**src/rtl/ws2812_pkg.sv**
```systemverilog
// Shared WS2812 definitions: scheduler FSM states, frame geometry and the latch
// holdoff that every pattern generator driving the strip must agree on.
package ws2812_pkg;

  localparam int WS2812_BYTES_PER_LED = 3;

  // Cycles the data line must stay idle so the strip latches the frame.
  localparam int WS2812_HOLDOFF = 1200000;

  typedef enum logic [1:0] {
    ST_IDLE,
    ST_START,
    ST_STREAM,
    ST_LATCH
  } sched_state_e;

  // Counter width that stays at least one bit for degenerate sizes of 1.
  function automatic int clog2_min1(input int n);
    return (n > 1) ? $clog2(n) : 1;
  endfunction

endpackage

```
**src/rtl/ws2812_frame_scheduler_arbiter.sv**
```systemverilog
// Combinational one-hot round-robin arbiter; the search starts one past the
// previous winner and wraps, so every requester is served in turn.
module rr_arbiter
  import ws2812_pkg::*;
#(
  parameter int NREQ = 2,
  localparam int IDX_W = clog2_min1(NREQ)
) (
  input  logic [NREQ-1:0]  req,
  input  logic [IDX_W-1:0] last_winner,
  output logic [NREQ-1:0]  grant_onehot,
  output logic [IDX_W-1:0] winner,
  output logic             valid
);

  logic [IDX_W-1:0] cand_idx;

  // NOTE: every signal written in an always_comb gets a default first, so no
  // path through the block leaves it unassigned and no latch is inferred.
  always_comb begin
    grant_onehot = '0;
    winner       = '0;
    valid        = 1'b0;
    cand_idx     = '0;
    for (int off = 1; off <= NREQ; off++) begin
      cand_idx = IDX_W'((int'(last_winner) + off) % NREQ);
      if (!valid && req[cand_idx]) begin
        valid                  = 1'b1;
        winner                 = cand_idx;
        grant_onehot[cand_idx] = 1'b1;
      end
    end
  end

endmodule

```
**src/rtl/ws2812_frame_scheduler.sv**
```systemverilog
// Shares one WS2812 strip driver between several pattern sources: one full
// frame per grant (trigger, LEDS*3 bytes, latch holdoff), round-robin between frames.
module ws2812_frame_scheduler
  import ws2812_pkg::*;
#(
  parameter int LEDS    = 32,
  parameter int NREQ    = 2,
  parameter int HOLDOFF = WS2812_HOLDOFF,
  localparam int LED_W  = clog2_min1(LEDS)
) (
  input  logic              CLK,
  input  logic              rst_n,
  input  logic [NREQ-1:0]   req,
  input  logic [NREQ*8-1:0] src_data,
  output logic [NREQ-1:0]   grant,
  output logic [NREQ-1:0]   src_advance,
  output logic [LED_W-1:0]  led_index,
  output logic [1:0]        rgb_index,
  output logic              frame_done,
  output logic              busy,
  output logic              drv_trigger,
  output logic [7:0]        drv_data,
  input  logic              drv_request
);

  localparam int IDX_W = clog2_min1(NREQ);
  localparam int HO_W  = clog2_min1(HOLDOFF);
  localparam logic [HO_W-1:0]  HO_LOAD  = HO_W'(HOLDOFF - 1);
  localparam logic [LED_W-1:0] LED_LAST = LED_W'(LEDS - 1);
  localparam logic [1:0]       RGB_LAST = 2'(WS2812_BYTES_PER_LED - 1);

  sched_state_e     state, state_next;
  logic [IDX_W-1:0] last_winner;
  logic [HO_W-1:0]  holdoff_cnt;

  logic [NREQ-1:0]  arb_onehot;
  logic [IDX_W-1:0] arb_winner;
  logic             arb_valid;

  logic byte_take;
  logic last_byte;
  logic holdoff_zero;

  rr_arbiter #(
    .NREQ(NREQ)
  ) u_arbiter (
    .req          (req),
    .last_winner  (last_winner),
    .grant_onehot (arb_onehot),
    .winner       (arb_winner),
    .valid        (arb_valid)
  );

  // Driver handshakes only count while streaming; stray ones elsewhere are dropped.
  assign byte_take    = (state == ST_STREAM) && drv_request;
  assign last_byte    = (led_index == LED_LAST) && (rgb_index == RGB_LAST);
  assign holdoff_zero = (holdoff_cnt == '0);

  // NOTE: sequential state uses non-blocking assignments so every register
  // samples the pre-edge values, independent of block ordering.
  always_ff @(posedge CLK or negedge rst_n) begin
    if (!rst_n) begin
      state <= ST_IDLE;
    end else begin
      state <= state_next;
    end
  end

  always_comb begin
    state_next = state;
    unique case (state)
      ST_IDLE:   if (arb_valid) state_next = ST_START;
      ST_START:  state_next = ST_STREAM;
      ST_STREAM: if (byte_take && last_byte) state_next = ST_LATCH;
      ST_LATCH:  if (holdoff_zero) state_next = ST_IDLE;
      default:   state_next = ST_IDLE;
    endcase
  end

  always_comb begin
    drv_trigger = (state == ST_START);
    busy        = (state != ST_IDLE);
    drv_data    = '0;
    src_advance = '0;
    if (state == ST_STREAM) begin
      for (int i = 0; i < NREQ; i++) begin
        drv_data = drv_data | (src_data[8*i +: 8] & {8{grant[i]}});
      end
      src_advance = grant & {NREQ{drv_request}};
    end
  end

  // Grant, byte position and holdoff bookkeeping for the frame in flight.
  always_ff @(posedge CLK or negedge rst_n) begin
    if (!rst_n) begin
      grant       <= '0;
      last_winner <= IDX_W'(NREQ - 1);
      led_index   <= '0;
      rgb_index   <= '0;
      holdoff_cnt <= '0;
      frame_done  <= 1'b0;
    end else begin
      frame_done <= 1'b0;
      unique case (state)
        ST_IDLE: begin
          if (arb_valid) begin
            grant       <= arb_onehot;
            last_winner <= arb_winner;
          end
        end
        ST_STREAM: begin
          if (byte_take) begin
            if (last_byte) begin
              grant       <= '0;
              led_index   <= '0;
              rgb_index   <= '0;
              holdoff_cnt <= HO_LOAD;
              frame_done  <= 1'b1;
            end else if (rgb_index == RGB_LAST) begin
              rgb_index <= '0;
              led_index <= led_index + LED_W'(1);
            end else begin
              rgb_index <= rgb_index + 2'd1;
            end
          end
        end
        ST_LATCH: begin
          if (!holdoff_zero) holdoff_cnt <= holdoff_cnt - HO_W'(1);
        end
        default: ;
      endcase
    end
  end

endmodule

```
**config.mk**
```make
export PLATFORM = sky130hd
export DESIGN_NAME = ws2812_frame_scheduler
export DESIGN_NICKNAME = d
export VERILOG_FILES = /design/src/rtl/ws2812_pkg.sv /design/src/rtl/ws2812_frame_scheduler_arbiter.sv /design/src/rtl/ws2812_frame_scheduler.sv
export SDC_FILE = /design/constraint.sdc
export NUM_CORES = 1
export LEC_CHECK = 0
export ABC_AREA = 1
export CAP_MARGIN = 20
export CORE_MARGIN = 2
export CORE_UTILIZATION = 56
export DETAILED_ROUTE_END_ITERATION = 16
export PLACE_DENSITY_LB_ADDON = 0.25
export SLEW_MARGIN = 5
export SYNTH_ARGS = -nofsm -noshare
export SYNTH_HDL_FRONTEND = slang
export SYNTH_SLANG_ARGS = --single-unit
```
**constraint.sdc**
```tcl
create_clock -name CLK -period 3.3 [get_ports CLK]
set_input_delay 0.825 -clock CLK [delete_from_list [all_inputs] [get_ports CLK]]
set_output_delay 0.825 -clock CLK [all_outputs]
set_load 0.01 [all_outputs]
```
Word-level counts from Yosys, hierarchy flattened

Index checks and enable logic that the tools add are counted.

Equality and inequality tests: 11
$add $sub $neg: 5
Multiplexer cells: 35
Magnitude comparators: 4
Bitwise logic cells: 5
Reduce and logical (&&, ||, !) cells: 19

Operators with widths:

| operator                                                             | number |
|---|---|
| 21-bit 2-to-1 mux                                                    | 3 |
| 21-bit case mux with 2 select lines                                  | 1 |
| 2-bit 2-to-1 mux                                                     | 11 |
| 21-bit zero test                                                     | 1 |
| 21-bit by 1-bit subtractor with 21-bit output, second input constant | 1 |
| 8-bit bitwise AND                                                    | 2 |
| 1-bit 2-to-1 mux                                                     | 13 |
| 5-bit 2-to-1 mux                                                     | 2 |
| 2-bit != test, second input constant                                 | 5 |
| 8-bit 2-to-1 mux                                                     | 1 |
| 8-bit OR                                                             | 1 |
| 2-bit case mux with 4 select lines                                   | 1 |
| 4-bit AND reduction                                                  | 2 |
| 2-bit nonzero test                                                   | 4 |
| 2-bit equality test, second input constant                           | 3 |
| 1-bit logical AND                                                    | 6 |
| 3-bit AND reduction                                                  | 2 |
| 5-bit by 1-bit adder with 5-bit output, second input constant        | 1 |
| 5-bit equality test, second input constant                           | 1 |
| 1-bit by 2-bit < comparator with 1-bit output, second input constant | 2 |
| 2-bit case mux with 2 select lines                                   | 1 |
| 2-bit AND reduction                                                  | 2 |
| 1-bit adder, second input constant                                   | 2 |
| 2-bit by 1-bit adder with 2-bit output, second input constant        | 1 |
| other kinds (8)                                                      | 10 |

Input bits: 21
Word-level logic and storage cells: 86
Bits in registers: 34
Output and inout port bits: 22

Longest topological paths before layout

Gate-level depths: netlist of the first run.

Depth after elaboration: 10
Gate-level depth with buffers: 11
Mapped depth without buffers: 11

By module

From an unflattened synthesis of the first run, not the netlist that was laid out.

Cell total of the unflattened synthesis: 337
Area total of the unflattened synthesis: 2,346.0 sq um

Modules (own cells, without submodules):

| module                 | times used | area each (sq um) | seq. area each (sq um) | cells an instance |
|---|---|---|---|---|
| ws2812_frame_scheduler | 1          | 2,314.7           | 852.1                  | 330 |
| rr_arbiter             | 1          | 31.3              | 0.0                    | 7 |

Worst setup path before layout of the first run

Ideal clock, no wire load.

Path type: register -> output
Start: register state[0]
End: output port drv_data[0]
Slack: 1.232 ns
Required time: 2.475 ns
Arrival: 1.243 ns
Cell stages (with the launch flop): 6
Buffers on the path: 1
Cell sequence: dfrtp_1 inv_1 ha_1 inv_1 clkbuf_1 a21oi_1

Longest elaborated chain between the ends: 2

Ends and longest elaborated chain:

| what                   | RTL line                     | RTL |
|---|---|---|
| start, declared        | ws2812_frame_scheduler.sv:32 | `sched_state_e state, state_next;` |
| start signal, assigned | ws2812_frame_scheduler.sv:65 | `state <= state_next;` |
| 2-bit equality test    | ws2812_frame_scheduler.sv:85 | `if (state == ST_STREAM) begin` |
| 8-bit 2-to-1 mux       | ws2812_frame_scheduler.sv:85 |  |
| end, declared          | ws2812_frame_scheduler.sv:22 | `output logic [7:0] drv_data,` |

No other way between the ends.

Final worst setup path of the first run

Start: register state[0]
End: output port drv_data[1]

The elaborated chain is that of the path after synthesis.

==> results of run 1 <==
-- power breakdown --
group / switching (W) / internal, W / leakage [nW] / total, W
Sequential: 0.000197 / 0.000603 / 0.416 / 0.000801
Clock: 0.000161 / 0.000225 / 0.0504 / 0.000385
Combinational: 0.000742 / 0.000479 / 0.830 / 0.00122
Total: 0.00110 / 0.00131 / 1.30 / 0.00241
-- cell families (layout without fill, tap and decap cells) --
kind of cell | after synthesis | after routing | synth area share, %
compound gates | 41 | 41 | 9.18
simple gates | 202 | 202 | 38.4
buf+inv | 45 | 87 | 8.47
xor+xnor | 4 | 4 | 1.54
flops | 34 | 34 | 37.4
fa+ha+maj | 9 | 9 | 4.95
-- per-stage QoR --
stage	hold WS [ps]	setup WS (ps)	std cells	instance area, sq um	power (W)
2_1_floorplan	471	1230	335	2280	0.00167
3_3_place_gp	490	381	419	2710	0.00198
3_5_place_dp	488	366	419	2710	0.00202
4_1_cts	508	308	427	2820	0.00242
5_1_grt	546	213	427	2820	0.00264
6_report	504	319	427	2820	0.00241
-- registers in the layout, summed over array words and instances (netlist names) --
register / count
frame_done: 1
rgb_index: 2
last_winner: 1
led_index: 5
state: 2
holdoff_cnt: 21
grant: 2
-- critical path, cell delays in order, from the launching register on --
cell and delay [ps]:
sky130_fd_sc_hd__dfrtp_1 420, sky130_fd_sc_hd__inv_1 120, sky130_fd_sc_hd__ha_1 330, sky130_fd_sc_hd__inv_1 240, sky130_fd_sc_hd__a21oi_1 180, sky130_fd_sc_hd__clkdlybuf4s50_1 560
-- worst max-delay path by stage --
stage / from / to / slack (ps)
after floorplan: state[0] / drv_data[0] / 1230
after global placement: drv_request / src_advance[0] / 380
after detailed placement: drv_request / src_advance[0] / 370
after CTS: state[0] / drv_data[1] / 310
after global routing: state[0] / drv_data[4] / 210
final: state[0] / drv_data[1] / 320
-- cell usage after synthesis (2+ instances only) --
cell and number:
sky130_fd_sc_hd__nor2_4 2, sky130_fd_sc_hd__a21oi_1 12, sky130_fd_sc_hd__nand2_4 2, sky130_fd_sc_hd__buf_6 3, sky130_fd_sc_hd__xor2_1 4, sky130_fd_sc_hd__clkbuf_1 5, sky130_fd_sc_hd__nand2_1 110, sky130_fd_sc_hd__dfrtp_1 33
sky130_fd_sc_hd__nor2_2 3, sky130_fd_sc_hd__o21ai_1 19, sky130_fd_sc_hd__nand3_1 33, sky130_fd_sc_hd__nand4_1 4, sky130_fd_sc_hd__inv_1 36, sky130_fd_sc_hd__o21ai_0 8, sky130_fd_sc_hd__nor2_1 44, sky130_fd_sc_hd__ha_1 9
-- metal layers --
layer	vias to the layer above	share of wire (%)	routed length, microns
met1	1024	44	2220
met3	9	5.8	290
met4	0	1.7	85
li1	1141	-	-
met5	-	0	0
met2	60	48	2440
-- final cells by class --
class / count / area (sq um) / area share, %
Clock inverter: 3 / 45.0 / 1.60
Clock buffer: 5 / 68.8 / 2.44
Sequential cell: 34 / 852 / 30.2
Timing Repair Buffer: 43 / 428 / 15.2
Inverter: 36 / 135 / 4.79
Tap cell: 50 / 62.6 / 2.22
Multi-Input combinational cell: 256 / 1230 / 43.6
==> impl_metrics.xml, run 1 <==
<?xml version="1.0" encoding="UTF-8"?>
<metrics>
  <group name="clocking">
    <metric name="numCtsBuffers" unit="">5</metric>
    <metric name="cts_root_buffer" unit="">sky130_fd_sc_hd__clkbuf_8</metric>
    <metric name="cts_tree" unit="">built</metric>
    <metric name="post_cts.resized_instances" unit="">0</metric>
    <metric name="cts-hold-fix-buffers" unit="">0</metric>
    <metric name="cts.clk_slew.worst_paths" unit="ps">80</metric>
    <metric name="cts_max_level" unit="">2</metric>
    <metric name="post_cts_setup_repair_bufs" unit="">0</metric>
    <metric name="clock_path_buffers" unit="">2</metric>
    <metric name="clock-sinks" unit="">34</metric>
    <metric name="clk_latency" unit="ps">290</metric>
  </group>
  <group name="synth">
    <metric name="proportion_of_synthesized_chip_area_in_sequential_cells" unit="%">37.4</metric>
    <metric name="synthesis.instances" unit="">335</metric>
    <metric name="synth_seq_cells" unit="">34</metric>
    <metric name="synth-warning-count" unit="">0</metric>
    <metric name="synth.area.top_cells" unit="">sky130_fd_sc_hd__dfrtp_1 (36%), sky130_fd_sc_hd__nand2_1 (18%), sky130_fd_sc_hd__nand3_1 (7.3%)</metric>
    <metric name="synthesis.area_per_instance" unit="sq um">6.79</metric>
    <metric name="synth_top_cell_by_area" unit="">sky130_fd_sc_hd__dfrtp_1</metric>
    <metric name="syn-cell-area" unit="sq um">2280</metric>
    <metric name="synth_async_sr_flop_share" unit="%">100</metric>
    <metric name="yosysUniqueCellTypes" unit="">24</metric>
    <metric name="synth-edff-count" unit="">0</metric>
    <metric name="postSynthNetCount" unit="">365</metric>
    <metric name="synth_top_area_share" unit="%">36.3</metric>
    <metric name="synth-main-ff-cell" unit="">sky130_fd_sc_hd__dfrtp_1</metric>
  </group>
  <group name="global_routing">
    <metric name="grt_start_max_net_pins" unit="">35</metric>
    <metric name="grt.busiest_layer" unit="">met2</metric>
    <metric name="grt_first_pass_wirelength" unit="microns">8210</metric>
    <metric name="number_of_antenna_violations_at_the_first_check_in_global_routing" unit="">0</metric>
    <metric name="met2_usage" unit="%">40.6</metric>
    <metric name="grt.met1_usage" unit="%">29.3</metric>
    <metric name="gr-usage-all-layers" unit="%">23.9</metric>
    <metric name="grt_use_met3" unit="%">6.00</metric>
    <metric name="residual_overflow_from_global_routing" unit="">0</metric>
    <metric name="number_of_global_route_vias_before_repair" unit="">1887</metric>
  </group>
  <group name="setup_path">
    <metric name="criticalPathCategory" unit="">reg2out</metric>
    <metric name="regToRegSetupSlack" unit="ps">1060</metric>
    <metric name="reg2regPathDepth" unit="">8</metric>
    <metric name="cp_data_required_time" unit="ps">2470</metric>
    <metric name="critPathLaunchType" unit="">flip-flop</metric>
    <metric name="path_max_fanout" unit="">11</metric>
    <metric name="worst_setup_path_end_kind" unit="">output port</metric>
    <metric name="rr_endpoint" unit="">holdoff_cnt[8]</metric>
    <metric name="critical_path_arrival" unit="ps">2160</metric>
    <metric name="critical_path.reg2reg.startpoint" unit="">state[0]</metric>
  </group>
  <group name="drt">
    <metric name="drt-wirelength-per-cell" unit="microns">11.8</metric>
    <metric name="via_total_after_detailed_routing" unit="">2234</metric>
    <metric name="remaining_drc_errors" unit="">0</metric>
    <metric name="drt_pre_antenna_iters" unit="">4</metric>
    <metric name="post_drt_via_cell_ratio" unit="">5.23</metric>
    <metric name="routed_wirelength" unit="microns">5040</metric>
    <metric name="route.antenna.remaining_nets" unit="">0</metric>
    <metric name="drt-initial-drc-count" unit="">99</metric>
  </group>
  <group name="sta">
    <metric name="setup-tns-final" unit="ps">0</metric>
    <metric name="worstMarginPinSlew" unit="ps">543</metric>
    <metric name="report.final.slew_viol_count" unit="">0</metric>
    <metric name="worst_rel_slew_slack" unit="%">63.8</metric>
    <metric name="final.min_clock_period" unit="ps">2980</metric>
    <metric name="clock.fmax" unit="MHz">336</metric>
    <metric name="grt_setup_unrepaired" unit="">false</metric>
    <metric name="setup_viol" unit="">0</metric>
    <metric name="worst_clock_skew" unit="ps">6.63</metric>
    <metric name="final_clock_period_utilization_by_the_worst_path" unit="%">90.3</metric>
    <metric name="report.final.hold_viol_count" unit="">0</metric>
  </group>
  <group name="final_layout">
    <metric name="final.fill_count" unit="">322</metric>
    <metric name="finalNetCount" unit="">406</metric>
    <metric name="final_common_cell" unit="">sky130_fd_sc_hd__nand2_1</metric>
    <metric name="diodes" unit="">0</metric>
    <metric name="layout-drive-gt1-share" unit="%">5.04</metric>
    <metric name="leading_cell_types_in_the_layout_fill_and_taps_excluded" unit="">sky130_fd_sc_hd__nand2_1 (110), sky130_fd_sc_hd__nor2_1 (44), sky130_fd_sc_hd__clkdlybuf4s50_1 (42), sky130_fd_sc_hd__inv_1 (36)</metric>
    <metric name="post-route-util" unit="%">71.6</metric>
    <metric name="areaGrowthSynthToFinish" unit="%">24.0</metric>
  </group>
  <group name="floorplanning">
    <metric name="chipHeight" unit="microns">67.8</metric>
    <metric name="chipWidth" unit="microns">67.8</metric>
    <metric name="ioPinCount" unit="">43</metric>
    <metric name="die_area" unit="sq um">4590</metric>
    <metric name="placeableCoreArea" unit="sq um">3940</metric>
    <metric name="floorplan.initialDensity" unit="%">57.7</metric>
    <metric name="row_count" unit="">23</metric>
  </group>
  <group name="min_path">
    <metric name="worstHoldPathCells" unit="">2</metric>
    <metric name="worstHoldEndpoint" unit="">last_winner</metric>
    <metric name="hp-class" unit="">reg2reg</metric>
    <metric name="worst_hold_start" unit="">last_winner</metric>
  </group>
  <group name="flow_run">
    <metric name="maxCapViolations" unit="">0</metric>
  </group>
  <group name="placed_design">
    <metric name="gp_routability_congestion" unit="">0.840</metric>
    <metric name="buffer_ports.inserted" unit="">42</metric>
    <metric name="dp_hpwl" unit="microns">3620</metric>
  </group>
  <group name="pwr">
    <metric name="leakage" unit="nW">1.30</metric>
    <metric name="max-vdd-ir-drop" unit="V">0.000632</metric>
    <metric name="power_density" unit="nW/um^2">853</metric>
  </group>
  <group name="status">
    <metric name="run_status" unit="">complete, no violations</metric>
  </group>
</metrics>
Power figures use the tool's default switching activity.
==> run 2: changes to the inputs <==
--- a/config.mk
+++ b/config.mk
@@ -7,7 +7,6 @@
 export LEC_CHECK = 0
 export ABC_AREA = 1
 export CAP_MARGIN = 20
-export CORE_MARGIN = 2
 export CORE_UTILIZATION = 56
 export DETAILED_ROUTE_END_ITERATION = 16
 export PLACE_DENSITY_LB_ADDON = 0.25
==> run 2 against run 1 <==
Compared with the run above:
- sequential cell count stayed put
- wire length rose by 5.9%
- clock skew fell by 2.6 ps
- via count up 2.0%
- sequential power about the same
- count of clock-buffer cells in the layout unchanged
- critical path type unchanged
- largest cell class unchanged
==> impl_metrics.xml, run 2 (synthesized netlist as in run 1, its figures left out) <==
<?xml version="1.0" encoding="UTF-8"?>
<metrics>
  <group name="placed_design">
    <metric name="gp_routability_congestion" unit="">0.889</metric>
    <metric name="dp_hpwl" unit="microns">3840</metric>
    <metric name="dp.cells" unit="">418</metric>
    <metric name="detailed_place.area" unit="sq um">2710</metric>
    <metric name="buffer_ports.inserted" unit="">42</metric>
    <metric name="dp_slack" unit="ps">373</metric>
  </group>
  <group name="setup_path">
    <metric name="critical_path_s_largest_stage_delay" unit="ps">570</metric>
    <metric name="path_cells" unit="">inv_1 -&gt; ha_1 -&gt; inv_1 -&gt; a21oi_1 -&gt; clkdlybuf4s50_1</metric>
    <metric name="critical_path_arrival" unit="ps">2140</metric>
    <metric name="worst_setup_path_end_kind" unit="">output port</metric>
    <metric name="cp_data_required_time" unit="ps">2470</metric>
    <metric name="critical_path.reg2reg.startpoint" unit="">state[0]</metric>
    <metric name="cp_num_buf_inv" unit="">3</metric>
    <metric name="critPathLaunchType" unit="">flip-flop</metric>
    <metric name="regToRegSetupSlack" unit="ps">1110</metric>
    <metric name="timing.critical_path.slowest_stage_cell" unit="">sky130_fd_sc_hd__clkdlybuf4s50_1</metric>
    <metric name="crit_path_start" unit="">state[0]</metric>
    <metric name="cpLargestDelayFamily" unit="">buffers and inverters</metric>
    <metric name="criticalPathCategory" unit="">reg2out</metric>
    <metric name="reg2regPathDepth" unit="">8</metric>
    <metric name="setup.worst_path.end" unit="">drv_data[7]</metric>
    <metric name="path_length_in_cells_of_the_critical_path" unit="">5</metric>
    <metric name="rr_endpoint" unit="">holdoff_cnt[1]</metric>
    <metric name="critical_path.most_common_cell" unit="">sky130_fd_sc_hd__inv_1</metric>
    <metric name="path_max_fanout" unit="">11</metric>
  </group>
  <group name="sta">
    <metric name="worst_rel_slew_slack" unit="%">65.7</metric>
    <metric name="clock.fmax" unit="MHz">337</metric>
    <metric name="final_clock_period_utilization_by_the_worst_path" unit="%">89.9</metric>
    <metric name="worstMarginPinSlew" unit="ps">514</metric>
    <metric name="report.final.slew_viol_count" unit="">0</metric>
    <metric name="final.min_clock_period" unit="ps">2970</metric>
    <metric name="grt_setup_unrepaired" unit="">false</metric>
    <metric name="postLayoutSetupSlackWorst" unit="ps">334</metric>
    <metric name="setup-tns-final" unit="ps">0</metric>
    <metric name="report.final.hold_viol_count" unit="">0</metric>
    <metric name="worst_clock_skew" unit="ps">4.05</metric>
    <metric name="setup_viol" unit="">0</metric>
  </group>
  <group name="clocking">
    <metric name="clk_latency" unit="ps">290</metric>
    <metric name="post_cts.resized_instances" unit="">0</metric>
    <metric name="cts_root_buffer" unit="">sky130_fd_sc_hd__clkbuf_8</metric>
    <metric name="clock-sinks" unit="">34</metric>
    <metric name="clock_path_buffers" unit="">2</metric>
    <metric name="numCtsBuffers" unit="">5</metric>
    <metric name="cts.clk_slew.worst_paths" unit="ps">70</metric>
    <metric name="post_cts_setup_repair_bufs" unit="">0</metric>
    <metric name="cts-hold-fix-buffers" unit="">0</metric>
    <metric name="cts_max_level" unit="">2</metric>
    <metric name="cts_tree" unit="">built</metric>
  </group>
  <group name="floorplanning">
    <metric name="chipHeight" unit="microns">65.8</metric>
    <metric name="row_count" unit="">22</metric>
    <metric name="die_area" unit="sq um">4320</metric>
    <metric name="ioPinCount" unit="">43</metric>
    <metric name="chipWidth" unit="microns">65.8</metric>
    <metric name="placeableCoreArea" unit="sq um">3770</metric>
    <metric name="floorplan.initialDensity" unit="%">60.4</metric>
  </group>
  <group name="final_layout">
    <metric name="leading_cell_types_in_the_layout_fill_and_taps_excluded" unit="">sky130_fd_sc_hd__nand2_1 (110), sky130_fd_sc_hd__nor2_1 (44), sky130_fd_sc_hd__clkdlybuf4s50_1 (42), sky130_fd_sc_hd__inv_1 (36)</metric>
    <metric name="final.fill_count" unit="">292</metric>
    <metric name="areaGrowthSynthToFinish" unit="%">24.2</metric>
    <metric name="final_common_cell" unit="">sky130_fd_sc_hd__nand2_1</metric>
    <metric name="instances_no_fill" unit="">426</metric>
    <metric name="finalNetCount" unit="">407</metric>
    <metric name="layout-drive-gt1-share" unit="%">5.29</metric>
    <metric name="top_regs" unit="">holdoff_cnt (21), led_index (5)</metric>
    <metric name="top_register" unit="">holdoff_cnt</metric>
    <metric name="area.sequential" unit="sq um">852</metric>
    <metric name="diodes" unit="">0</metric>
    <metric name="layout.cell_area.non_filler" unit="sq um">2830</metric>
    <metric name="post-route-util" unit="%">75.0</metric>
    <metric name="largest_register_ffs" unit="">21</metric>
    <metric name="multi_input_area" unit="sq um">1230</metric>
  </group>
  <group name="flow_run">
    <metric name="maxCapViolations" unit="">0</metric>
  </group>
  <group name="drt">
    <metric name="via_total_after_detailed_routing" unit="">2278</metric>
    <metric name="routed_wirelength" unit="microns">5330</metric>
    <metric name="route.antenna.remaining_nets" unit="">0</metric>
    <metric name="drt-initial-drc-count" unit="">128</metric>
    <metric name="remaining_drc_errors" unit="">0</metric>
    <metric name="drt-wirelength-per-cell" unit="microns">12.5</metric>
    <metric name="drt_pre_antenna_iters" unit="">5</metric>
    <metric name="post_drt_via_cell_ratio" unit="">5.35</metric>
  </group>
  <group name="pwr">
    <metric name="power_density" unit="nW/um^2">864</metric>
    <metric name="max-vdd-ir-drop" unit="V">0.000565</metric>
    <metric name="leakage" unit="nW">1.30</metric>
  </group>
  <group name="global_routing">
    <metric name="number_of_antenna_violations_at_the_first_check_in_global_routing" unit="">0</metric>
    <metric name="grt_first_pass_wirelength" unit="microns">9030</metric>
    <metric name="residual_overflow_from_global_routing" unit="">0</metric>
    <metric name="grt_start_max_net_pins" unit="">35</metric>
    <metric name="number_of_global_route_vias_before_repair" unit="">2117</metric>
    <metric name="gr-usage-all-layers" unit="%">27.8</metric>
  </group>
  <group name="status">
    <metric name="run_status" unit="">complete, no violations</metric>
  </group>
  <group name="min_path">
    <metric name="hp-class" unit="">reg2reg</metric>
  </group>
</metrics>
run 2: changes by cell type in the layout (fill, tap and decap cells not counted):
cell / change
sky130_fd_sc_hd__buf_4: +1
run 2: layout make-up:
class,count,area share (%)
repair buffers,44,15.4
clock buffers,5,2.43
flip-flops and latches,34,30.1
well taps,48,2.12
multi-input cells,256,43.5
clock inverters,3,1.59
inverters,36,4.78
run 2: worst register-to-register path, stage by stage, from the launching register on:
cell and delay, ps:
sky130_fd_sc_hd__dfrtp_1 420, sky130_fd_sc_hd__inv_1 120, sky130_fd_sc_hd__ha_1 320, sky130_fd_sc_hd__nand4_4 210
sky130_fd_sc_hd__o21ai_1 200, sky130_fd_sc_hd__nand3_2 290, sky130_fd_sc_hd__nand2_4 370, sky130_fd_sc_hd__nand2_1 120
sky130_fd_sc_hd__o21ai_1 80
run 2: through the flow:
step | power [W] | hold slack (ps)
floorplan | 0.00167 | 471
global placement | 0.00199 | 489
detailed placement | 0.00204 | 501
CTS | 0.00245 | 521
global route | 0.00265 | 544
finish | 0.00244 | 521
run 2: where the power goes:
group | switching [W] | leakage [nW] | internal (W)
Sequential | 0.000201 | 0.416 | 0.000603
Clock | 0.000165 | 0.0504 | 0.000225
Combinational | 0.000761 | 0.835 | 0.000487
Total | 0.00113 | 1.30 | 0.00132
run 2: routing by layer:
metal	part of all wire, %	wire length, microns	global-route usage (%)	vias to the layer above
met4	1.7	92	13.9	0
met5	0	0	0	-
li1	-	-	-	1148
met3	5.8	308	5.21	9
met1	44	2360	33.2	1059
met2	48	2570	47.3	62
run 2: worst min-delay path by stage:
stage,start,endpoint,slack [ps],cells past startpoint
floorplan,holdoff_cnt[0],holdoff_cnt[0],470,2
global placement,holdoff_cnt[0],holdoff_cnt[0],490,2
detailed placement,holdoff_cnt[0],holdoff_cnt[0],500,2
CTS,holdoff_cnt[0],holdoff_cnt[0],520,2
global route,holdoff_cnt[0],holdoff_cnt[0],540,2
finish,holdoff_cnt[0],holdoff_cnt[0],520,2
==> run 3: changes to the inputs <==
--- a/config.mk
+++ b/config.mk
@@ -6,7 +6,7 @@
 export NUM_CORES = 1
 export LEC_CHECK = 0
 export ABC_AREA = 1
-export CAP_MARGIN = 20
+export CAP_MARGIN = 0
 export CORE_UTILIZATION = 56
 export DETAILED_ROUTE_END_ITERATION = 16
 export PLACE_DENSITY_LB_ADDON = 0.25
==> constraint.sdc (replaced) <==
create_clock -name CLK -period 3.3 [get_ports CLK]
set_input_delay 0.33 -clock CLK [delete_from_list [all_inputs] [get_ports CLK]]
set_output_delay 0.33 -clock CLK [all_outputs]
set_load 0.01 [all_outputs]
==> run 3 against run 2 <==
Compared with the run above:
- global-route usage shrank 0.33 points
- sequential power is 0.5% higher
- critical path depth unchanged
- total power shrank 3.0%
- clock skew increased by 4.0 ps
- die area unchanged
- utilization down 0.60 points
- hold slack got worse by 65 ps
- worst setup slack improved by 510 ps
- first-iteration DRC count rose by 26%
==> impl_metrics.xml, run 3 (synthesized netlist as in run 1, its figures left out) <==
<?xml version="1.0" encoding="UTF-8"?>
<metrics>
  <group name="setup_path">
    <metric name="worst_setup_path_end_kind" unit="">output port</metric>
    <metric name="cp_data_required_time" unit="ps">2970</metric>
    <metric name="critPathLaunchType" unit="">flip-flop</metric>
    <metric name="critical_path_arrival" unit="ps">2130</metric>
    <metric name="criticalPathCategory" unit="">reg2out</metric>
    <metric name="path_max_fanout" unit="">11</metric>
  </group>
  <group name="clocking">
    <metric name="cts.clk_slew.worst_paths" unit="ps">70</metric>
    <metric name="clock-sinks" unit="">34</metric>
    <metric name="clock_path_buffers" unit="">2</metric>
    <metric name="cts_max_level" unit="">2</metric>
    <metric name="cts-hold-fix-buffers" unit="">0</metric>
    <metric name="cts_tree" unit="">built</metric>
    <metric name="cts_root_buffer" unit="">sky130_fd_sc_hd__clkbuf_8</metric>
    <metric name="clk_latency" unit="ps">300</metric>
    <metric name="numCtsBuffers" unit="">5</metric>
    <metric name="post_cts.resized_instances" unit="">0</metric>
    <metric name="post_cts_setup_repair_bufs" unit="">0</metric>
  </group>
  <group name="pwr">
    <metric name="design_power_total" unit="W">0.00237</metric>
    <metric name="max-vdd-ir-drop" unit="V">0.000513</metric>
    <metric name="leakage" unit="nW">1.30</metric>
    <metric name="power_density" unit="nW/um^2">845</metric>
  </group>
  <group name="final_layout">
    <metric name="largest_register_ffs" unit="">21</metric>
    <metric name="leading_cell_types_in_the_layout_fill_and_taps_excluded" unit="">sky130_fd_sc_hd__nand2_1 (110), sky130_fd_sc_hd__nor2_1 (44), sky130_fd_sc_hd__clkdlybuf4s50_1 (42), sky130_fd_sc_hd__inv_1 (36)</metric>
    <metric name="areaGrowthSynthToFinish" unit="%">23.3</metric>
    <metric name="diodes" unit="">0</metric>
    <metric name="final.fill_count" unit="">297</metric>
    <metric name="top_register" unit="">holdoff_cnt</metric>
    <metric name="finalNetCount" unit="">407</metric>
    <metric name="layout-drive-gt1-share" unit="%">5.03</metric>
    <metric name="top_regs" unit="">holdoff_cnt (21), led_index (5)</metric>
    <metric name="post-route-util" unit="%">74.4</metric>
    <metric name="final_common_cell" unit="">sky130_fd_sc_hd__nand2_1</metric>
    <metric name="layout.cell_area.non_filler" unit="sq um">2810</metric>
  </group>
  <group name="floorplanning">
    <metric name="chipWidth" unit="microns">65.8</metric>
    <metric name="floorplan.initialDensity" unit="%">60.4</metric>
    <metric name="ioPinCount" unit="">43</metric>
    <metric name="placeableCoreArea" unit="sq um">3770</metric>
    <metric name="row_count" unit="">22</metric>
    <metric name="chipHeight" unit="microns">65.8</metric>
    <metric name="die_area" unit="sq um">4320</metric>
  </group>
  <group name="status">
    <metric name="run_status" unit="">complete, no violations</metric>
  </group>
  <group name="drt">
    <metric name="route.antenna.remaining_nets" unit="">0</metric>
    <metric name="routed_wirelength" unit="microns">5260</metric>
    <metric name="via_total_after_detailed_routing" unit="">2257</metric>
    <metric name="drt_pre_antenna_iters" unit="">7</metric>
    <metric name="post_drt_via_cell_ratio" unit="">5.30</metric>
    <metric name="drt-wirelength-per-cell" unit="microns">12.3</metric>
    <metric name="remaining_drc_errors" unit="">0</metric>
    <metric name="drt-initial-drc-count" unit="">161</metric>
  </group>
  <group name="sta">
    <metric name="final.min_clock_period" unit="ps">2460</metric>
    <metric name="setup_viol" unit="">0</metric>
    <metric name="setup-tns-final" unit="ps">0</metric>
    <metric name="worst_rel_slew_slack" unit="%">65.0</metric>
    <metric name="clock.fmax" unit="MHz">407</metric>
    <metric name="worst_hold_slack" unit="ps">456</metric>
    <metric name="worst_clock_skew" unit="ps">8.03</metric>
    <metric name="final_clock_period_utilization_by_the_worst_path" unit="%">74.4</metric>
    <metric name="worstMarginPinSlew" unit="ps">525</metric>
    <metric name="report.final.slew_viol_count" unit="">0</metric>
    <metric name="report.final.hold_viol_count" unit="">0</metric>
    <metric name="grt_setup_unrepaired" unit="">false</metric>
  </group>
  <group name="global_routing">
    <metric name="number_of_antenna_violations_at_the_first_check_in_global_routing" unit="">0</metric>
    <metric name="grt_first_pass_wirelength" unit="microns">9000</metric>
    <metric name="residual_overflow_from_global_routing" unit="">0</metric>
    <metric name="number_of_global_route_vias_before_repair" unit="">2110</metric>
    <metric name="gr-usage-all-layers" unit="%">27.5</metric>
    <metric name="grt_start_max_net_pins" unit="">35</metric>
  </group>
  <group name="flow_run">
    <metric name="maxCapViolations" unit="">0</metric>
  </group>
  <group name="placed_design">
    <metric name="gp_routability_congestion" unit="">0.892</metric>
    <metric name="detailed_place.area" unit="sq um">2710</metric>
    <metric name="buffer_ports.inserted" unit="">42</metric>
    <metric name="dp_hpwl" unit="microns">3830</metric>
  </group>
  <group name="min_path">
    <metric name="hp-class" unit="">in2async</metric>
  </group>
</metrics>
## run 3: cell types whose count changed in the layout (fill, tap and decap cells not counted), sizes merged
cell and change:
clkinvlp -2, clkinv +1, clkbuf +2, bufinv -1
## run 3: layout make-up
class | count | area, sq um | area share, %
multi-input combinational | 256 | 1230 | 43.9
sequential | 34 | 852 | 30.4
timing repair buffer | 44 | 435 | 15.5
inverter | 36 | 135 | 4.82
clock buffer | 7 | 86.3 | 3.08
tap | 48 | 60.1 | 2.14
clock inverter | 1 | 5.00 | 0.178
## run 3: final timing paths
check | from | to | slack [ps] | depth (start not counted)
max reg2reg | state[0] | holdoff_cnt[12] | 1140 | 8
min in group CLK | last_winner | last_winner | 510 | 2
min reg2reg | last_winner | last_winner | 510 | 2
max | state[0] | drv_data[0] | 840 | 5
min | rst_n | holdoff_cnt[10] | 460 | 2
max in group asynchronous | rst_n | last_winner | 2510 | 2
## run 3: metal layers
metal	vias to the layer above	wire [microns]	GRT usage, %
met1	1007	2250	33.4
met5	-	0	0
met2	90	2520	47.1
met3	16	363	4.51
li1	1144	-	-
met4	0	125	12.5
## run 3: power breakdown
part	total, W	switching [W]	internal [W]
clock	0.000325	0.000156	0.000168
combinational	0.00124	0.000752	0.000485
sequential	0.000808	0.000204	0.000604
## run 3: critical path, stage by stage, from the launching register on
cell and delay [ps]:
sky130_fd_sc_hd__dfrtp_1 420, sky130_fd_sc_hd__inv_1 120, sky130_fd_sc_hd__ha_1 300, sky130_fd_sc_hd__inv_1 230
sky130_fd_sc_hd__a21oi_1 190, sky130_fd_sc_hd__clkdlybuf4s50_1 550
## run 3: through the flow
step	std cells	setup slack, ps
5_1_grt	426	714
6_report	426	845
3_3_place_gp	418	1210
3_5_place_dp	418	1140
4_1_cts	426	832
2_1_floorplan	335	1610
